[src/rtl/lcd_slot_sched.sv]
// Character store for the 12 LCD slots: two round-robin arbitrated single-character
// writers share the store, and a sequenced clear engine blanks every slot.
module lcd_slot_sched #(
    parameter int         N_SLOTS  = 12,
    parameter logic [7:0] RST_CHAR = 8'h20,
    parameter logic [7:0] CLR_CHAR = 8'h20
) (
    input  logic       iCLK,
    input  logic       iRST_N,

    input  logic       req_a,
    input  logic [3:0] addr_a,
    input  logic [7:0] data_a,
    output logic       ack_a,

    input  logic       req_b,
    input  logic [3:0] addr_b,
    input  logic [7:0] data_b,
    output logic       ack_b,

    input  logic       clr_req,
    output logic       clr_busy,
    output logic       bad_addr,

    output logic [7:0] d0x0,
    output logic [7:0] d0x1,
    output logic [7:0] d0x2,
    output logic [7:0] d0x3,
    output logic [7:0] d0x4,
    output logic [7:0] d0x5,
    output logic [7:0] d1x0,
    output logic [7:0] d1x1,
    output logic [7:0] d1x2,
    output logic [7:0] d1x3,
    output logic [7:0] d1x4,
    output logic [7:0] d1x5
);

    localparam logic [3:0] LAST_IDX = 4'(N_SLOTS - 1);

    typedef enum logic {
        IDLE,
        CLEAR
    } state_t;

    state_t     state;
    logic [7:0] slots [N_SLOTS];
    logic [3:0] clr_idx;
    logic       prio_b;     // 1: B wins the next tie (A was granted last)

    logic       elig_a;
    logic       elig_b;
    logic       grant_a;
    logic       grant_b;
    logic [3:0] win_addr;
    logic [7:0] win_data;

    // A requester still showing its ack is mid-handshake and must not be regranted.
    assign elig_a  = req_a && !ack_a;
    assign elig_b  = req_b && !ack_b;
    assign grant_a = elig_a && (!elig_b || !prio_b);
    assign grant_b = elig_b && (!elig_a ||  prio_b);

    // NOTE: every signal gets a default at the top of always_comb so no path can leave it unassigned and infer a latch.
    always_comb begin
        win_addr = addr_a;
        win_data = data_a;
        if (grant_b) begin
            win_addr = addr_b;
            win_data = data_b;
        end
    end

    // NOTE: sequential state uses non-blocking assignments so every register samples pre-edge values.
    always_ff @(posedge iCLK or negedge iRST_N) begin
        if (!iRST_N) begin
            state    <= IDLE;
            clr_idx  <= '0;
            prio_b   <= 1'b0;
            ack_a    <= 1'b0;
            ack_b    <= 1'b0;
            bad_addr <= 1'b0;
            clr_busy <= 1'b0;
            // NOTE: the store is a handful of flops driving the display, so it takes a defined reset value; a RAM-backed store would not.
            for (int i = 0; i < N_SLOTS; i++) begin
                slots[i] <= RST_CHAR;
            end
        end else begin
            ack_a    <= 1'b0;
            ack_b    <= 1'b0;
            bad_addr <= 1'b0;

            case (state)
                IDLE: begin
                    if (clr_req) begin
                        state    <= CLEAR;
                        clr_busy <= 1'b1;
                        clr_idx  <= '0;
                    end else if (grant_a || grant_b) begin
                        ack_a  <= grant_a;
                        ack_b  <= grant_b;
                        prio_b <= grant_a;
                        if (win_addr <= LAST_IDX) begin
                            slots[win_addr] <= win_data;
                        end else begin
                            bad_addr <= 1'b1;
                        end
                    end
                end

                CLEAR: begin
                    slots[clr_idx] <= CLR_CHAR;
                    if (clr_idx == LAST_IDX) begin
                        state    <= IDLE;
                        clr_busy <= 1'b0;
                        clr_idx  <= '0;
                    end else begin
                        clr_idx <= clr_idx + 4'd1;
                    end
                end

                default: state <= IDLE;
            endcase
        end
    end

    assign d0x0 = slots[0];
    assign d0x1 = slots[1];
    assign d0x2 = slots[2];
    assign d0x3 = slots[3];
    assign d0x4 = slots[4];
    assign d0x5 = slots[5];
    assign d1x0 = slots[6];
    assign d1x1 = slots[7];
    assign d1x2 = slots[8];
    assign d1x3 = slots[9];
    assign d1x4 = slots[10];
    assign d1x5 = slots[11];

endmodule

[config.mk]
export PLATFORM = sky130hd
export DESIGN_NAME = lcd_slot_sched
export DESIGN_NICKNAME = d
export VERILOG_FILES = /design/src/rtl/lcd_slot_sched.sv
export SDC_FILE = /design/constraint.sdc
export NUM_CORES = 1
export LEC_CHECK = 0
export CORE_MARGIN = 4
export CORE_UTILIZATION = 50
export DETAILED_ROUTE_END_ITERATION = 8
export GPL_TIMING_DRIVEN = 0
export PLACE_DENSITY = 0.81
export SYNTH_ARGS = -nofsm -noshare
export SYNTH_HDL_FRONTEND = slang
export SYNTH_SLANG_ARGS = --single-unit
[constraint.sdc]
create_clock -name iCLK -period 2.77 [get_ports iCLK]
set_clock_uncertainty 0.15 [all_clocks]
set_input_delay 0.4155 -clock iCLK [delete_from_list [all_inputs] [get_ports iCLK]]
set_output_delay 0.4155 -clock iCLK [all_outputs]
set_load 0.05 [all_outputs]
==> metrics.yaml <==
status: "finished clean"
startpoint_type: "primary input"
timing.rr.end: "d0x3[2]$_DFFE_PN0P_"
criticalPathCategory: "in -> reg"
cap_violations: 0
clockBufferDepth: 2
ios: 129
crit_chain: "clkdlybuf4s50_1 > nand2b_1 > buf_2 > a21oi_1 > nor2_2 > a21oi_1 > a22o_1"
cts.htree.levels: 3
rows: 36
post-synth-top-area-cell: "dfrtp_1"
syn_area_um2: 5170
reg2regPathDepth: 6
cp_slowest_cell: "a21oi_1"
crit_arrival_ps: 2590
cp_num_buf_inv: 2
syn_avg_cell_area_um2: 11.5
synth_seq_cells: 106
min_period_over_period_pct: 87.0
port_buffers: 128
synth.net_count: 484
crit_path_max_fanout: 10
r2r_setup_slack_ps: 370
fin_cells: 730
worst-path-stages: 7
final_cell_mix: "clkdlybuf4s50_1 (127), dfrtp_1 (94), a22o_1 (74)"
critical_path.endpoint: "d0x3[2]$_DFFE_PN0P_"
yosysSeqAreaShare_pct: 51.6
mostFrequentLayoutCell: "clkdlybuf4s50_1"
cpLargestDelayFamily: "compound AO/OA/AOI/OAI gates"
ctsRootBufferMaster: "clkbuf_8"
finalNetCount: 625
cp.required_ps: 2950
powerDensity_nw_per_um2: 985
grt_max_degree: 69
cts_buffers: 9
relSlewSlack_pct: 50.1
core_area_um2: 9910
holdCritStartpoint: "d1x5[5]$_DFFE_PN1P_"
postRouteAntennaNets: 0
synth_cell_types: 56
die_area_um2: 12000
timing.final.ws_setup_ps: 361
initial_core_util_pct: 52.1
synth_area_leaders: "dfrtp_1 (46%), a22o_1 (13%), dfstp_2 (6.1%), a21oi_1 (3.5%), a211oi_1 (2.5%)"
clkSinkCount: 106
fp.dieH_um: 110
cts.clk_slew.worst_paths_ps: 120
routabilityCongestion: 1.00
vias_per_cell: 6.29
vias: 4594
rsz0062_at_grt: "no"
clock_latency_ps: 380
track_usage_pct: 26.5
synthToLayoutAreaGrowth_pct: 32.4
cts_tree: "yes"
hold_viol_final: 0
wl_per_cell_um: 21.3
drt_wl_total_um: 15600
crit_top_cell: "a21oi_1"
utilization_pct: 69.0
dp_hpwl_um: 11600
antenna_found_initial: 0
setup.worst_path.end_class: "flop"
fin_crit_ps: 2410
max_stage_delay_ps: 530
fmax_mhz: 415
drive_gt1_share_pct: 12.7
fp.dieW_um: 110
hold_class: "reg -> reg"
final_max_slew_viol_count: 0
drtPass1Iterations: 5
worst_pin_slew_ps: 748
cellLeakagePower_uw: 0.00279
synth_top_area_share_pct: 45.5
grt_pass1_wl_um: 24400
startpoint: "req_b"
grt_pass1_vias: 4492
dp_cells: 713
setup_violations: 0
irDropWorstVdd_mv: 0.537
place_ws_ps: -6.49
yosysWarnings: 0
diodes: 0
drc: 0
grt-ovfl-total: 0
drt_iter0_drc: 378
r2r_start: "ack_b$_DFF_PN0_"
synth_cells: 451
cell type report:
type	instances	area, um2
multi-input cells	313	2340
clock buffers	9	124
inverters	4	15.0
well taps	133	166
plain buffers	28	140
fillers	744	3070
repair buffers	130	1320
clock inverters	7	67.6
flip-flops and latches	106	2670
repair_timing:
action	4_1_cts	5_1_grt
buffers inserted	0	0
resized for setup	0	0
hold endpoints to repair	29	0
hold buffers	1	0
endpoints found under the setup margin	0	0
sequential cells by signal, indices dropped and copies added (netlist names):
name / count
d0x4: 8
ack_b: 1
d1x0: 8
d0x1: 8
ack_a: 1
state: 1
d0x0: 8
d0x3: 8
clr_idx: 4
d1x5: 8
prio_b: 1
d1x2: 8
d1x1: 8
d1x3: 8
d0x5: 8
bad_addr: 1
clr_busy: 1
d1x4: 8
d0x2: 8
synthesized netlist by cell type, drive strengths merged:
cell	instances
dfrtp	94
a22o	74
a21oi	36
nor2	27
nand3	24
a211oi	18
buf	18
o2bb2ai	14
dfstp	12
nor2b	11
clkbuf	10
nor3	10
a31oi	9
mux2i	9
o21ai	9
nand2	7
or2	7
a2bb2oi	6
mux2	5
nand2b	5
ha	4
inv	4
a32oi	3
nand4b	3
nor3b	3
nor4b	3
o211ai	3
a211o	2
a21o	2
nand4	2
nor4bb	2
o2111ai	2
o41ai	2
or4	2
or4b	2
a2111oi	1
a221oi	1
a22oi	1
and3	1
and3b	1
or3b	1
or4bb	1
worst min path at each step:
stage	cells past startpoint	end	slack, ps
finish	2	d1x5[5]$_DFFE_PN1P_	320
global route	2	d1x5[5]$_DFFE_PN1P_	350
CTS	2	d1x5[5]$_DFFE_PN1P_	330
detailed placement	1	d0x5[4]$_DFFE_PN0P_	270
global placement	2	d1x5[5]$_DFFE_PN1P_	310
floorplan	0	ack_a$_DFF_PN0_	-30
cells by family (layout without fill, tap and decap cells):
logic type               after synthesis  after routing  share of synthesized area [%]
flip-flops                           106            106                           51.6
AND/OR/NAND/NOR                      112            112                           13.5
buffers and inverters                 32            178                           3.00
multiplexers                          14             14                           2.83
adder cells (fa/ha/maj)                4              4                          0.969
AO/OA/AOI/OAI                        183            183                           28.0
through the flow:
| step | hold slack [ps] | TNS (ps) | power, uW | instance area (um2) |
|---|---|---|---|---|
| after floorplan | -30.1 | 0 | 4580 | 5170 |
| after global placement | 308 | -255770 | 5730 | 6610 |
| after detailed placement | 265 | -21.3 | 5800 | 6640 |
| after CTS | 326 | 0 | 6740 | 6840 |
| after global routing | 348 | 0 | 7040 | 6840 |
| final | 324 | 0 | 6740 | 6840 |
layer usage:
| layer | vias to the layer above | GRT usage (%) | share of wire (%) |
|---|---|---|---|
| met2 | 236 | 42.6 | 48 |
| met5 | - | 0 | 0 |
| met4 | 0 | 8.90 | 1.9 |
| met1 | 2276 | 36.1 | 43 |
| met3 | 26 | 5.11 | 7.1 |
| li1 | 2056 | - | - |
power by group:
group / leakage [uW] / internal [uW] / switching, uW
clock: 0.0000993 / 351 / 599
sequential: 0.00142 / 1990 / 301
combinational: 0.00127 / 1170 / 2330
worst reg2reg max path: stages, from the launching register on:
cell and delay (ps):
dfrtp_1 400, nand2b_1 140, buf_2 170, a21oi_1 490
nor2_2 230, a21oi_1 530, a22o_1 240
No activity file was read; power rests on OpenSTA's default activity.
